## src/rtl/adder_cap_pkg.sv

```systemverilog
// Shared types and defaults for the adder result capture block.
package adder_cap_pkg;

    localparam int unsigned WIDTH_DEF   = 16;
    localparam int unsigned DEPTH_DEF   = 4;
    localparam int unsigned TIMEOUT_DEF = 64;

    typedef enum logic {
        IDLE = 1'b0,
        WAIT = 1'b1
    } state_t;

    // One queued result: raw adder outputs plus flags derived at capture.
    typedef struct packed {
        logic [WIDTH_DEF-1:0] sum;
        logic                 cout;
        logic                 zero;
        logic                 neg;
        logic                 ovf;
    } result_t;

endpackage

```

## src/rtl/adder_result_capture_if.sv

```systemverilog
// Adder-side inputs and ALU-side result/status signals of the capture block.
interface adder_result_capture_if
    import adder_cap_pkg::*;
#(
    parameter int unsigned WIDTH = WIDTH_DEF,
    parameter int unsigned DEPTH = DEPTH_DEF
);
    localparam int unsigned CW = $clog2(DEPTH) + 1;

    logic             op_start;
    logic             op_a_msb;
    logic             op_b_msb;
    logic [WIDTH-1:0] sum;
    logic             cout;
    logic             calc_done;
    logic             res_valid;
    logic             res_ready;
    logic [WIDTH-1:0] res_data;
    logic             res_cout;
    logic             res_zero;
    logic             res_neg;
    logic             res_ovf;
    logic [CW-1:0]    fifo_count;
    logic             busy;
    logic             timeout_err;
    logic             drop_err;
    logic             err_clr;

    modport master (
        input  op_start, op_a_msb, op_b_msb, sum, cout, calc_done, res_ready, err_clr,
        output res_valid, res_data, res_cout, res_zero, res_neg, res_ovf,
               fifo_count, busy, timeout_err, drop_err
    );

    modport slave (
        output op_start, op_a_msb, op_b_msb, sum, cout, calc_done, res_ready, err_clr,
        input  res_valid, res_data, res_cout, res_zero, res_neg, res_ovf,
               fifo_count, busy, timeout_err, drop_err
    );

endinterface

```

## src/rtl/adder_result_capture_fifo.sv

```systemverilog
// First-word-fall-through result FIFO with a registered head and a drop indication.
module result_fifo
    import adder_cap_pkg::*;
#(
    parameter int unsigned DEPTH = DEPTH_DEF
) (
    input  logic                   clk,
    input  logic                   reset,
    input  logic                   push,
    input  logic                   ready,
    input  result_t                din,
    output result_t                head,
    output logic                   valid,
    output logic [$clog2(DEPTH):0] count,
    output logic                   drop_c
);
    localparam int unsigned AW = $clog2(DEPTH);
    localparam int unsigned CW = $clog2(DEPTH) + 1;

    result_t       mem_q [DEPTH];
    result_t       mem_d [DEPTH];
    logic [AW-1:0] wr_q, wr_d, rd_q, rd_d;
    logic [CW-1:0] cnt_d;
    result_t       head_d;
    logic          full_c, do_pop, do_push;

    // Next storage/pointer state; the head register is loaded from the post-update view.
    always_comb begin
        mem_d   = mem_q;
        wr_d    = wr_q;
        rd_d    = rd_q;
        full_c  = (count == CW'(DEPTH));
        do_pop  = valid & ready;
        do_push = push & (~full_c | do_pop);
        drop_c  = push & full_c & ~do_pop;
        if (do_push) begin
            mem_d[wr_q] = din;
            wr_d        = wr_q + AW'(1);
        end
        if (do_pop) begin
            rd_d = rd_q + AW'(1);
        end
        cnt_d  = count + CW'(do_push) - CW'(do_pop);
        head_d = (cnt_d != '0) ? mem_d[rd_d] : '0;
    end

    always_ff @(posedge clk or negedge reset) begin
        if (!reset) begin
            for (int i = 0; i < int'(DEPTH); i++) begin
                mem_q[i] <= '0;
            end
            wr_q  <= '0;
            rd_q  <= '0;
            count <= '0;
            valid <= 1'b0;
            head  <= '0;
        end else begin
            mem_q <= mem_d;
            wr_q  <= wr_d;
            rd_q  <= rd_d;
            count <= cnt_d;
            valid <= (cnt_d != '0);
            head  <= head_d;
        end
    end

endmodule

```

## src/rtl/adder_result_capture.sv

```systemverilog
// Tracks each adder operation to its calc_done rising edge and queues sum/carry/flags.
module adder_result_capture
    import adder_cap_pkg::*;
#(
    parameter int unsigned WIDTH          = WIDTH_DEF,
    parameter int unsigned DEPTH          = DEPTH_DEF,
    parameter int unsigned TIMEOUT_CYCLES = TIMEOUT_DEF
) (
    input  logic                   clk,
    input  logic                   reset,
    adder_result_capture_if.master bus
);
    localparam int unsigned CW = $clog2(DEPTH) + 1;
    localparam int unsigned WW = $clog2(TIMEOUT_CYCLES) + 1;

    state_t        state_q, state_d;
    logic [WW-1:0] wdog_q, wdog_d;
    logic          a_q, a_d, b_q, b_d;
    logic          done_q, done_rise_c;
    logic          push_c, tmo_c, drop_c;
    logic          timeout_q, timeout_d, drop_q, drop_d, busy_q, busy_d;
    result_t       entry_c, head;
    logic          fifo_valid;
    logic [CW-1:0] fifo_count;

    assign done_rise_c = bus.calc_done & ~done_q;

    // Flags are taken from the live sum in the capture cycle.
    always_comb begin
        entry_c      = '0;
        entry_c.sum  = bus.sum;
        entry_c.cout = bus.cout;
        entry_c.zero = (bus.sum == '0);
        entry_c.neg  = bus.sum[WIDTH-1];
        entry_c.ovf  = (a_q == b_q) && (bus.sum[WIDTH-1] != a_q);
    end

    // Next-state: a rising calc_done beats the watchdog limit in the same cycle.
    always_comb begin
        state_d = state_q;
        wdog_d  = wdog_q;
        a_d     = a_q;
        b_d     = b_q;
        push_c  = 1'b0;
        tmo_c   = 1'b0;
        case (state_q)
            IDLE: begin
                if (bus.op_start) begin
                    a_d     = bus.op_a_msb;
                    b_d     = bus.op_b_msb;
                    wdog_d  = '0;
                    state_d = WAIT;
                end
            end
            WAIT: begin
                wdog_d = wdog_q + WW'(1);
                if (done_rise_c) begin
                    push_c  = 1'b1;
                    state_d = IDLE;
                end else if (wdog_q == WW'(TIMEOUT_CYCLES - 1)) begin
                    tmo_c   = 1'b1;
                    state_d = IDLE;
                end
            end
            default: state_d = IDLE;
        endcase
        timeout_d = tmo_c | (timeout_q & ~bus.err_clr);
        drop_d    = drop_c | (drop_q & ~bus.err_clr);
        busy_d    = (state_d == WAIT);
    end

    always_ff @(posedge clk or negedge reset) begin
        if (!reset) begin
            state_q   <= IDLE;
            wdog_q    <= '0;
            a_q       <= 1'b0;
            b_q       <= 1'b0;
            done_q    <= 1'b0;
            timeout_q <= 1'b0;
            drop_q    <= 1'b0;
            busy_q    <= 1'b0;
        end else begin
            state_q   <= state_d;
            wdog_q    <= wdog_d;
            a_q       <= a_d;
            b_q       <= b_d;
            done_q    <= bus.calc_done;
            timeout_q <= timeout_d;
            drop_q    <= drop_d;
            busy_q    <= busy_d;
        end
    end

    result_fifo #(.DEPTH(DEPTH)) u_fifo (
        .clk    (clk),
        .reset  (reset),
        .push   (push_c),
        .ready  (bus.res_ready),
        .din    (entry_c),
        .head   (head),
        .valid  (fifo_valid),
        .count  (fifo_count),
        .drop_c (drop_c)
    );

    assign bus.res_valid   = fifo_valid;
    assign bus.res_data    = head.sum;
    assign bus.res_cout    = head.cout;
    assign bus.res_zero    = head.zero;
    assign bus.res_neg     = head.neg;
    assign bus.res_ovf     = head.ovf;
    assign bus.fifo_count  = fifo_count;
    assign bus.busy        = busy_q;
    assign bus.timeout_err = timeout_q;
    assign bus.drop_err    = drop_q;

endmodule
```

## src/flat_wrapper.sv

```systemverilog
// flat-port wrapper written by rule: the top's interface ports become plain ports
module adder_result_capture_flat import adder_cap_pkg::*;
#(
    parameter int unsigned WIDTH          = WIDTH_DEF,
    parameter int unsigned DEPTH          = DEPTH_DEF,
    parameter int unsigned TIMEOUT_CYCLES = TIMEOUT_DEF
)
  (clk, reset, bus_op_start, bus_op_a_msb, bus_op_b_msb, bus_sum, bus_cout, bus_calc_done, bus_res_ready, bus_err_clr, bus_res_valid, bus_res_data, bus_res_cout, bus_res_zero, bus_res_neg, bus_res_ovf, bus_fifo_count, bus_busy, bus_timeout_err, bus_drop_err);
  adder_result_capture_if #(.WIDTH(WIDTH), .DEPTH(DEPTH)) bus_i ();
  input  logic clk;
  input  logic reset;
  input wire logic [$bits(bus_i.op_start)-1:0] bus_op_start;
  input wire logic [$bits(bus_i.op_a_msb)-1:0] bus_op_a_msb;
  input wire logic [$bits(bus_i.op_b_msb)-1:0] bus_op_b_msb;
  input wire logic [$bits(bus_i.sum)-1:0] bus_sum;
  input wire logic [$bits(bus_i.cout)-1:0] bus_cout;
  input wire logic [$bits(bus_i.calc_done)-1:0] bus_calc_done;
  input wire logic [$bits(bus_i.res_ready)-1:0] bus_res_ready;
  input wire logic [$bits(bus_i.err_clr)-1:0] bus_err_clr;
  output wire logic [$bits(bus_i.res_valid)-1:0] bus_res_valid;
  output wire logic [$bits(bus_i.res_data)-1:0] bus_res_data;
  output wire logic [$bits(bus_i.res_cout)-1:0] bus_res_cout;
  output wire logic [$bits(bus_i.res_zero)-1:0] bus_res_zero;
  output wire logic [$bits(bus_i.res_neg)-1:0] bus_res_neg;
  output wire logic [$bits(bus_i.res_ovf)-1:0] bus_res_ovf;
  output wire logic [$bits(bus_i.fifo_count)-1:0] bus_fifo_count;
  output wire logic [$bits(bus_i.busy)-1:0] bus_busy;
  output wire logic [$bits(bus_i.timeout_err)-1:0] bus_timeout_err;
  output wire logic [$bits(bus_i.drop_err)-1:0] bus_drop_err;
  assign bus_i.op_start = bus_op_start;
  assign bus_i.op_a_msb = bus_op_a_msb;
  assign bus_i.op_b_msb = bus_op_b_msb;
  assign bus_i.sum = bus_sum;
  assign bus_i.cout = bus_cout;
  assign bus_i.calc_done = bus_calc_done;
  assign bus_i.res_ready = bus_res_ready;
  assign bus_i.err_clr = bus_err_clr;
  assign bus_res_valid = bus_i.res_valid;
  assign bus_res_data = bus_i.res_data;
  assign bus_res_cout = bus_i.res_cout;
  assign bus_res_zero = bus_i.res_zero;
  assign bus_res_neg = bus_i.res_neg;
  assign bus_res_ovf = bus_i.res_ovf;
  assign bus_fifo_count = bus_i.fifo_count;
  assign bus_busy = bus_i.busy;
  assign bus_timeout_err = bus_i.timeout_err;
  assign bus_drop_err = bus_i.drop_err;
  adder_result_capture #(.WIDTH(WIDTH), .DEPTH(DEPTH), .TIMEOUT_CYCLES(TIMEOUT_CYCLES)) u_core (.clk(clk), .reset(reset), .bus(bus_i));
endmodule
```

## config.mk

```make
export PLATFORM = sky130hd
export DESIGN_NAME = adder_result_capture_flat
export DESIGN_NICKNAME = d
export VERILOG_FILES = /design/src/rtl/adder_cap_pkg.sv /design/src/rtl/adder_result_capture_if.sv /design/src/rtl/adder_result_capture_fifo.sv /design/src/rtl/adder_result_capture.sv /design/src/flat_wrapper.sv
export SDC_FILE = /design/constraint.sdc
export NUM_CORES = 1
export LEC_CHECK = 0
export CAP_MARGIN = 20
export CORE_ASPECT_RATIO = 1.2
export CORE_MARGIN = 2
export CORE_UTILIZATION = 53
export CTS_CLUSTER_DIAMETER = 60
export DETAILED_ROUTE_END_ITERATION = 16
export GPL_ROUTABILITY_DRIVEN = 0
export PLACE_DENSITY = 0.8
export SETUP_SLACK_MARGIN = 0.1
export SYNTH_ARGS = -nofsm -noshare
export SYNTH_HDL_FRONTEND = slang
export SYNTH_SLANG_ARGS = --single-unit
```

## constraint.sdc

```tcl
create_clock -name clk -period 4 [get_ports clk]
set_input_delay 0.8 -clock clk [delete_from_list [all_inputs] [get_ports clk]]
set_output_delay 0.8 -clock clk [all_outputs]
set_load 0.02 [all_outputs]
```

# Word level (Yosys, flattened, before mapping)
# Cells that the tools add are included.
dict set report word_totals {
  ff_bits 121
  inputBits 25
  out_inout_bits 27
  wordCells 91
}
dict set report classes {
  n_addsub 5
  order_cmp 3
  n_eq_ne 5
  n_mux 20
  n_bitwise 17
  n_reduce_logical 5
}
# op n
set ops {}
lappend ops {{$bwmux W80} 1}
lappend ops {{$mux W20} 4}
lappend ops {{$mux W80} 1}
lappend ops {{$bmux W20 S2} 1}
lappend ops {{$demux W20 S2} 1}
lappend ops {{$logic_not A16 Y1} 1}
lappend ops {{$pmux W7 S2} 1}
lappend ops {{$mux W1} 8}
lappend ops {{$add A7 B1 Y7 const B} 1}
lappend ops {{$and A1 B1 Y1} 7}
lappend ops {{$eq A7 B6 Y1 const B} 1}
lappend ops {{$mux W7} 1}
lappend ops {{$ge A3 B3 Y1 const B} 2}
lappend ops {{$not A2 Y3} 2}
lappend ops {{$not A1 Y1} 5}
lappend ops {{$add A2 B1 Y2 const B} 2}
lappend ops {{$add A3 B1 Y3} 1}
lappend ops {{$eq A3 B3 Y1 const B} 1}
lappend ops {{$lt A3 B1 Y1 const B} 1}
lappend ops {{$or A1 B1 Y1} 3}
lappend ops {{$reduce_bool A3 Y1} 1}
lappend ops {{$sub A3 B1 Y3} 1}
lappend ops {{$logic_and A1 B1 Y1} 2}
lappend ops {{$mux W2} 1}
lappend ops {{5 further kinds} 5}

# Depth between registers and ports, before layout
# Gate-level depths: netlist of the first run.
dict set report logic_depth {
  word_depth 11
  ltp_mapped 13
  ltp_nobuf 10
}

# Cells and area by module
# A second synthesis of the first run with hierarchy kept.
dict set report unflattened {
  cells_unflattened 428
  hier_area_um2 5211.2
}
# mod instances cells_each area_each_um2
set by_module_without_submodules {}
lappend by_module_without_submodules {result_fifo 1 368 4584.4}
lappend by_module_without_submodules {adder_result_capture 1 60 626.9}

# Worst setup path after synthesis of the first run
# Ideal clock, no wire load.
dict set report synth_timing {
  kind {in2reg}
  from {input bus_res_ready}
  to {register, netlist name u_core.u_fifo.head[10]}
  arrival_ns 3.273
  t_required_ns 3.863
  slack_ns 0.589
  path_stages 13
  path_buffers 3
  cell_sequence {a211o_1 o21ai_0 xnor2_1 ha_1 fa_1 xnor3_1 or3_1 buf_2 and2_4 buf_6 buf_6 o2111ai_2 o311ai_1}
}
# element line
set synth_lines {}
lappend synth_lines {{start: declaration} flat_wrapper.sv:18} ;# input wire logic [$bits(bus_i.res_ready)-1:0] bus_res_ready;

==> impl_metrics.toml, run 1 <==
[timing]
hold_violations = 0
worstMarginPinSlew_ns = 1.13
finalSetupTns_ns = 0
slew_headroom_pct = 24.5
finalSetupViolations = 0
skew_ns = 0.00922
slew_viol_final = 0
period_share_pct = 88.8
post-route-min-period_ns = 3.55
rsz0062_at_grt = "false"
fmax_mhz = 281

[worst_setup_path]
path_class = "in2reg"
required_ns = 4.28
cp.arrival_ns = 3.83
r2r_slack_ns = 0.73
start_kind = "primary input"
regToRegStartpoint = "u_core.state_q$_DFF_PN0_"
crit_fanout = 17
endpoint_kind = "register"
regToRegEndpoint = "u_core.u_fifo.head[6]$_DFF_PN0_"
reg2reg_depth = 10

[route]
drt_iter0_markers = 452
final_antenna_net_count = 0
wl_per_cell_um = 19.4
routed_wl_mm = 15.8
vias = 5093
via_per_inst = 6.27
drt_first_pass_iters = 5
drc = 0

[logic_synthesis]
yosysUniqueCellTypes = 52
syn_inst = 617
synth.avg_cell_area_um2 = 9.52
synth_edf_count = 0
ys_warn_count = 0
synthFlopType = "dfrtp_1"
async_reset_ff_share_pct = 100
ys_seq_area_share_pct = 51.5
ys_ff_latch = 121
syn_area_um2 = 5870
synth_nets = 649

[floorplan]
die_h_um = 119
core_area_um2 = 10900
ios = 52
rows = 42
dieArea_um2 = 11900
die_w_um = 100
start_util_pct = 53.7

[clock_tree]
cts_tree = "done"
cts_made_buffers = 17
ctsHoldBuffers = 0
postCtsSetupRepairBufs = 0
clk_pin_slew_ns = 0.06
cts_resized = 0
h-tree-depth = 4
clock_sinks = 121
clk_latency_ns = 0.42
cts_buffer_depth = 2
root_buffer = "clkbuf_16"

[pwr]
leakage_nw = 3.32
peakVddDrop_mv = 0.550
power_mw = 6.35
power.density_nw_per_um2 = 881

[global_route]
grt_pass1_wl_mm = 25.7
grt_usage_pct = 27.7
grt_start_max_net_pins = 78
antenna_found_initial = 0
grt_pass1_vias = 5196
overflow = 0

[cells_and_area]
syn_to_final_growth_pct = 22.6
regArea_um2 = 3030
multi_input_area_um2 = 2640
layout-drive-gt1-share_pct = 12.5
fill_cells = 849
fin_util_pct = 65.9
antennaDiodeCount = 0
nNetsFinal = 699
design_area_um2 = 7200

[placement]
dpl_cell_area_um2 = 6530
portBuffers = 51
dp_hpwl_mm = 9.54

[min_path]
min_path_type = "in2async"

[outcome]
status = "finished clean"

[flow_run]
maxCapViolCount = 0
-- kinds of logic after synthesis --
| group | share of synthesized area (%) |
|---|---|
| DFF | 51.5 |
| xor gates and xnor gates | 0.831 |
| AOI/OAI and AO/OA | 15.9 |
| muxes | 4.15 |
| buffers and inverters | 3.79 |
| adders and majority gates | 1.62 |
| and+or+nand+nor | 22.1 |
-- how the worst max path moves through the flow --
stage | from | endpoint | cells after the start
after floorplan | bus_res_ready | u_core.u_fifo.head[10]$_DFF_PN0_ | 13
after global placement | bus_res_ready | u_core.u_fifo.head[6]$_DFF_PN0_ | 11
after detailed placement | bus_res_ready | u_core.u_fifo.head[6]$_DFF_PN0_ | 11
after CTS | bus_res_ready | u_core.u_fifo.head[4]$_DFF_PN0_ | 11
after global routing | bus_res_ready | u_core.u_fifo.head[3]$_DFF_PN0_ | 11
final | bus_res_ready | u_core.u_fifo.head[6]$_DFF_PN0_ | 11
-- area by class of cell --
cell class | instances | share of cell area [%]
sequential | 121 | 42.0
multi-input combinational | 445 | 36.6
timing repair buffer | 69 | 9.55
clock buffer | 21 | 6.53
clock inverter | 11 | 2.34
tap | 132 | 2.29
inverter | 13 | 0.677
-- sequential cells by signal (all words and copies together), names as in the netlist, 2 cells and up --
| signal | cells |
|---|---|
| u_core.u_fifo.mem_q | 80 |
| u_core.u_fifo.count | 3 |
| u_core.u_fifo.rd_q | 2 |
| u_core.wdog_q | 7 |
| u_core.u_fifo.wr_q | 2 |
| u_core.u_fifo.head | 20 |
-- cells in the mapped netlist, drive strengths merged (2+ instances only) --
cell type | count | area [um2]
o32ai | 4 | 35.0
and3b | 2 | 17.5
ha | 6 | 75.1
mux2i | 3 | 30.0
nand2 | 183 | 689
o211ai | 4 | 30.0
o2111ai | 18 | 220
nor2b | 2 | 12.5
and2 | 2 | 15.0
a21o | 18 | 135
xnor2 | 2 | 17.5
o211a | 2 | 20.0
o21ai | 21 | 105
nor4 | 4 | 25.0
a211oi | 2 | 20.0
mux2 | 19 | 214
nor2 | 20 | 75.1
o22ai | 18 | 113
nand3b | 4 | 30.0
nand3 | 40 | 200
and4b | 2 | 20.0
dfrtp | 121 | 3030
nand4 | 3 | 18.8
a21boi | 4 | 30.0
nand2b | 5 | 31.3
buf | 20 | 106
inv | 13 | 48.8
or3 | 22 | 138
a211o | 3 | 26.3
clkbuf | 18 | 67.6
o311ai | 16 | 140
a21oi | 5 | 25.0
-- cells in the final DEF, fill, tap and decap left out, types with 12 or more instances in the layout --
master and n:
o22ai_1 18, or3_1 22, nand3_1 40, clkdlybuf4s50_1 50
mux2_2 19, clkbuf_16 17, inv_1 12, nor2_1 20
o21ai_0 19, nand2_1 182, dfrtp_1 121, buf_4 16
a21o_1 18
-- through the flow --
stage | instances | setup WS (ns) | hold WS, ns
6_report | 812 | 0.446 | 0.232
5_1_grt | 812 | 0.289 | 0.242
4_1_cts | 810 | 0.463 | 0.475
3_5_place_dp | 778 | 0.0181 | 0.461
3_3_place_gp | 778 | 0.189 | 0.453
2_1_floorplan | 617 | 0.589 | 0.438
-- routing by layer --
| metal | GRT usage, % | vias up | routed length (um) |
|---|---|---|---|
| li1 | - | 2283 | - |
| met1 | 33.7 | 2502 | 6030 |
| met2 | 45.4 | 254 | 7940 |
| met3 | 6.16 | 54 | 1150 |
| met4 | 15.7 | 0 | 651 |
| met5 | 0 | - | 0 |
-- report_power, final --
group	internal, mW	switching (mW)	leakage, nW
sequential	1.78	0.361	1.52
combinational	1.06	1.50	1.49
clock	1.09	0.565	0.301
total	3.92	2.42	3.32
-- critical path: stages --
cell	delay [ns]
clkdlybuf4s50_1	0.42
a211o_1	0.29
o21ai_0	0.28
xnor2_1	0.11
ha_1	0.21
fa_1	0.43
xnor3_1	0.22
or3_1	0.41
nand2_2	0.40
a21o_1	0.14
o311ai_0	0.13
Note: power is estimated with default switching activity, not from simulation.
==> inputs of run 2 (changes only) <==
--- a/config.mk
+++ b/config.mk
@@ -7,7 +7,6 @@
 export LEC_CHECK = 0
 export CAP_MARGIN = 20
 export CORE_ASPECT_RATIO = 1.2
-export CORE_MARGIN = 2
 export CORE_UTILIZATION = 53
 export CTS_CLUSTER_DIAMETER = 60
 export DETAILED_ROUTE_END_ITERATION = 16
==> impl_metrics.toml, run 2 (synthesis results as in run 1) <==
[clock_tree]
root_buffer = "clkbuf_16"
clk_pin_slew_ns = 0.05
clk_latency_ns = 0.42
cts_buffer_depth = 2
ctsHoldBuffers = 0
clock_sinks = 121
postCtsSetupRepairBufs = 0
cts_tree = "done"
cts_resized = 0
h-tree-depth = 4
cts_made_buffers = 17

[floorplan]
core_area_um2 = 10700
rows = 41
ios = 52
die_w_um = 98.1
start_util_pct = 55.1
dieArea_um2 = 11500
die_h_um = 117

[pwr]
power_mw = 6.13
p_int_mw = 3.74
clockPowerShare_pct = 24.0
p_sw_share_pct = 39.0
power_switching_mw = 2.39
power.density_nw_per_um2 = 864
peakVddDrop_mv = 0.417
leakage_nw = 3.28
p_seq_share_pct = 35.1
p_comb_share_pct = 40.9

[worst_setup_path]
crit_fanout = 17
worstPathCellList = "clkdlybuf4s50_1, a211o_1, o21ai_0, xnor2_1, ha_1, fa_1, xnor3_1, or3_1, nand2_2, a21o_1, o311ai_0"
path_delay_family = "compound AO/OA/AOI/OAI gates"
path_class = "in2reg"
start_kind = "primary input"
regToRegStartpoint = "u_core.state_q$_DFF_PN0_"
endpoint_kind = "register"
cp_slowest_stage_delay_ns = 0.42
path_buf_inv = 1
required_ns = 4.26
critical-path-slowest-cell = "clkdlybuf4s50_1"
crit_start = "bus_res_ready"
cp.arrival_ns = 3.79

[timing]
finalSetupViolations = 0
worstMarginPinSlew_ns = 1.02
fmax_mhz = 283
period_share_pct = 88.4
post-route-min-period_ns = 3.54
rsz0062_at_grt = "false"
slew_viol_final = 0
skew_ns = 0.00723
hold_violations = 0
finalSetupTns_ns = 0
timing.hold.ws_ns = 0.473
slew_headroom_pct = 32.1

[route]
drt_iter0_markers = 514
final_antenna_net_count = 0
drt_first_pass_iters = 12
routed_wl_mm = 15.6
via_per_inst = 6.25
drc = 4
wl_per_cell_um = 19.2
vias = 5056

[cells_and_area]
final_common_cell = "nand2_1"
mostFrequentLayoutCells = "182 x nand2_1, 121 x dfrtp_1, 50 x clkdlybuf4s50_1, 40 x nand3_1, 22 x or3_1"
fin_util_pct = 66.5
reg_top3 = "u_core.u_fifo.mem_q (80), u_core.u_fifo.head (20), u_core.wdog_q (7)"
layout-drive-gt1-share_pct = 12.5
nNetsFinal = 699
largest_register = "u_core.u_fifo.mem_q"
largest_reg_flops = 80
antennaDiodeCount = 0
syn_to_final_growth_pct = 20.9
fill_cells = 808

[flow_run]
maxCapViolCount = 0

[min_path]
hp-start = "u_core.u_fifo.mem_q[61]$_DFF_PN0_"
min_path_type = "reg2reg"

[global_route]
grt_start_max_net_pins = 78
grt_pass1_wl_mm = 25.7
antenna_found_initial = 0
overflow = 0
grt_pass1_vias = 5209
grt_usage_pct = 28.7

[placement]
portBuffers = 51
dp_hpwl_mm = 9.64

[outcome]
status = "complete, but fails checks"
violations = "DRC"
-- run 2: cell count changes in the layout (fill, tap and decap cells not counted), sizes merged --
cell	change
clkinv	+4
bufinv	-2
clkbuf	-2
-- run 2: final cells by class --
class	instances	area, um2	share of cell area [%]
clock buffers	19	443	6.24
inverters	13	48.8	0.687
flip-flops and latches	121	3030	42.6
well taps	129	161	2.27
repair buffers	69	656	9.23
multi-input cells	445	2640	37.1
clock inverters	13	129	1.81
-- run 2: final timing paths --
check                                               endpoint  slack [ns]  cells after the start
max                          u_core.u_fifo.head[4]$_DFF_PN0_        0.46                     11
min in group asynchronous  u_core.u_fifo.mem_q[14]$_DFF_PN0_        0.53                      1
min reg2reg                u_core.u_fifo.mem_q[61]$_DFF_PN0_        0.47                      2
max in group asynchronous  u_core.u_fifo.mem_q[47]$_DFF_PN0_        2.63                      2
min                        u_core.u_fifo.mem_q[61]$_DFF_PN0_        0.47                      2
max reg2reg                  u_core.u_fifo.head[4]$_DFF_PN0_        0.74                     10
-- run 2: worst reg2reg max path, cell delays in order, from the launching register on --
cell      delay [ns]
dfrtp_1         0.61
and3b_1         0.27
o21ai_0         0.15
xnor2_1         0.16
ha_1            0.20
fa_1            0.41
xnor3_1         0.21
or3_1           0.42
nand2_2         0.39
a21o_1          0.14
o311ai_0        0.14
-- run 2: routing by layer --
| layer | share of wire (%) | wire (um) | GRT usage (%) |
|---|---|---|---|
| met5 | 0 | 0 | 0 |
| met4 | 3.4 | 525 | 16.6 |
| met3 | 7.0 | 1080 | 5.13 |
| met2 | 50 | 7790 | 48.2 |
| met1 | 40 | 6170 | 34.4 |
-- run 2: metrics by stage --
step | cell area [um2] | instances | setup WS [ns]
floorplan | 5870 | 617 | 0.589
global placement | 6530 | 777 | 0.212
detailed placement | 6530 | 777 | 0.0498
CTS | 7100 | 809 | 0.468
global route | 7100 | 809 | 0.295
finish | 7100 | 809 | 0.465
-- run 2: power by group through the flow --
| stage | clock, mW | sequential, mW | combinational (mW) |
|---|---|---|---|
| 2_1_floorplan | 0 | 2.18 | 1.59 |
| 5_1_grt | 1.54 | 2.21 | 2.72 |
| 3_5_place_dp | 0 | 2.14 | 2.46 |
| 4_1_cts | 1.48 | 2.14 | 2.48 |
| 3_3_place_gp | 0 | 2.12 | 2.33 |
| 6_report | 1.47 | 2.15 | 2.51 |
==> inputs of run 3 (changes only) <==
--- a/config.mk
+++ b/config.mk
@@ -5,14 +5,16 @@
 export SDC_FILE = /design/constraint.sdc
 export NUM_CORES = 1
 export LEC_CHECK = 0
-export CAP_MARGIN = 20
+export CELL_PAD_IN_SITES_DETAIL_PLACEMENT = 1
+export CELL_PAD_IN_SITES_GLOBAL_PLACEMENT = 2
 export CORE_ASPECT_RATIO = 1.2
-export CORE_UTILIZATION = 53
+export CORE_UTILIZATION = 37
 export CTS_CLUSTER_DIAMETER = 60
 export DETAILED_ROUTE_END_ITERATION = 16
 export GPL_ROUTABILITY_DRIVEN = 0
-export PLACE_DENSITY = 0.8
+export PLACE_DENSITY = 0.86
 export SETUP_SLACK_MARGIN = 0.1
+export SLEW_MARGIN = 15
 export SYNTH_ARGS = -nofsm -noshare
 export SYNTH_HDL_FRONTEND = slang
 export SYNTH_SLANG_ARGS = --single-unit
==> impl_metrics.toml, run 3 (synthesis results as in run 1) <==
[outcome]
status = "finished clean"

[cells_and_area]
nNetsFinal = 706
largest_register = "u_core.u_fifo.mem_q"
design_area_um2 = 7310
mostFrequentLayoutCells = "182 x nand2_1, 121 x dfrtp_1, 50 x clkdlybuf4s50_1, 40 x nand3_1, 25 x buf_4"
antennaDiodeCount = 0
fin_util_pct = 46.9
syn_to_final_growth_pct = 24.5
largest_reg_flops = 80
final_common_cell = "nand2_1"
fill_cells = 1745
layout-drive-gt1-share_pct = 13.6
reg_top3 = "u_core.u_fifo.mem_q (80), u_core.u_fifo.head (20), u_core.wdog_q (7)"

[clock_tree]
clk_latency_ns = 0.42
cts_tree = "done"
h-tree-depth = 4
cts_resized = 0
cts_made_buffers = 17
root_buffer = "clkbuf_16"
postCtsSetupRepairBufs = 0
clock_sinks = 121
cts_buffer_depth = 2
clk_pin_slew_ns = 0.06
ctsHoldBuffers = 0

[timing]
period_share_pct = 87.2
finalSetupTns_ns = 0
slew_headroom_pct = 38.7
skew_ns = 0.00834
hold_violations = 0
rsz0062_at_grt = "false"
post-route-min-period_ns = 3.49
worstMarginPinSlew_ns = 0.916
fmax_mhz = 287
slew_viol_final = 0
setup_slack_ns = 0.513
finalSetupViolations = 0

[global_route]
grt_pass1_wl_mm = 29.6
antenna_found_initial = 0
overflow = 0
grt_pass1_vias = 5551
grt_start_max_net_pins = 63
grt_usage_pct = 24.1

[route]
drc = 0
wl_per_cell_um = 20.0
via_per_inst = 5.54
vias = 4949
routed_wl_mm = 17.9
drt_iter0_markers = 295
final_antenna_net_count = 0
drt_first_pass_iters = 4

[worst_setup_path]
regToRegStartpoint = "u_core.state_q$_DFF_PN0_"
start_kind = "primary input"
r2r_slack_ns = 0.81
cp.arrival_ns = 3.75
crit_fanout = 16
path_class = "in2reg"
endpoint_kind = "register"
crit_start = "bus_res_ready"
reg2reg_depth = 10
required_ns = 4.26
regToRegEndpoint = "u_core.u_fifo.head[6]$_DFF_PN0_"
endpoint = "u_core.u_fifo.head[6]$_DFF_PN0_"

[floorplan]
ios = 52
dieArea_um2 = 16400
start_util_pct = 37.7
die_w_um = 117
rows = 50
core_area_um2 = 15600
die_h_um = 140

[min_path]
min_path_type = "in2async"

[pwr]
leakage_nw = 3.35
clockPowerShare_pct = 25.4
p_int_mw = 3.93
power.density_nw_per_um2 = 873
p_seq_share_pct = 33.9
power_mw = 6.38
peakVddDrop_mv = 0.354
p_sw_share_pct = 38.4
power_switching_mw = 2.45
p_comb_share_pct = 40.8

[placement]
dpl_cell_area_um2 = 6690
dp_slack_ns = 0.0945
portBuffers = 51
dp_hpwl_mm = 11.6

[flow_run]
maxCapViolCount = 0
run 3: cell count changes in the layout (fill, tap and decap cells not counted), sizes merged:
| cell | previous run | this run |
|---|---|---|
| buf | 19 | 26 |
| bufinv | 2 | 3 |
| clkbuf | 19 | 24 |
| clkinv | 7 | 3 |
| clkinvlp | 4 | 1 |
run 3: layout make-up:
type,instances,area (um2),share of cell area [%]
multi-input combinational,445,2640,36.1
clock inverter,7,113,1.54
inverter,13,48.8,0.667
clock buffer,24,512,7.00
timing repair buffer,76,708,9.69
sequential,121,3030,41.4
tap,208,260,3.56
run 3: power by group through the flow:
stage	combinational (mW)	sequential [mW]	clock [mW]
finish	2.60	2.16	1.62
detailed placement	2.59	2.16	0
global route	2.86	2.22	1.69
global placement	2.47	2.13	0
CTS	2.61	2.15	1.64
floorplan	1.59	2.18	0
run 3: worst min path at each step:
stage                                            from                                end
global placement    u_core.u_fifo.mem_q[79]$_DFF_PN0_  u_core.u_fifo.mem_q[79]$_DFF_PN0_
global route        u_core.u_fifo.mem_q[21]$_DFF_PN0_  u_core.u_fifo.mem_q[21]$_DFF_PN0_
CTS                 u_core.u_fifo.mem_q[61]$_DFF_PN0_  u_core.u_fifo.mem_q[61]$_DFF_PN0_
detailed placement  u_core.u_fifo.mem_q[61]$_DFF_PN0_  u_core.u_fifo.mem_q[61]$_DFF_PN0_
floorplan           u_core.u_fifo.mem_q[21]$_DFF_PN0_  u_core.u_fifo.mem_q[21]$_DFF_PN0_
finish                                          reset  u_core.u_fifo.mem_q[55]$_DFF_PN0_
run 3: critical path: stages:
cell and delay (ns):
clkdlybuf4s50_1 0.44, a211o_1 0.28, o21ai_0 0.29, xnor2_1 0.11, ha_1 0.21, fa_1 0.40, xnor3_1 0.21, or3_1 0.41
and2_4 0.28, o2111ai_1 0.13, o311ai_0 0.18
run 3: metal layers:
layer  GRT usage, %  part of all wire (%)
met1           29.3                    43
met2           41.0                    52
met3           4.98                   3.4
met4           9.79                   1.6
met5              0                     0
run 3: through the flow:
step,cells,hold slack [ns]
finish,894,0.465
global route,894,0.513
CTS,894,0.479
detailed placement,863,0.466
global placement,863,0.458
floorplan,617,0.438
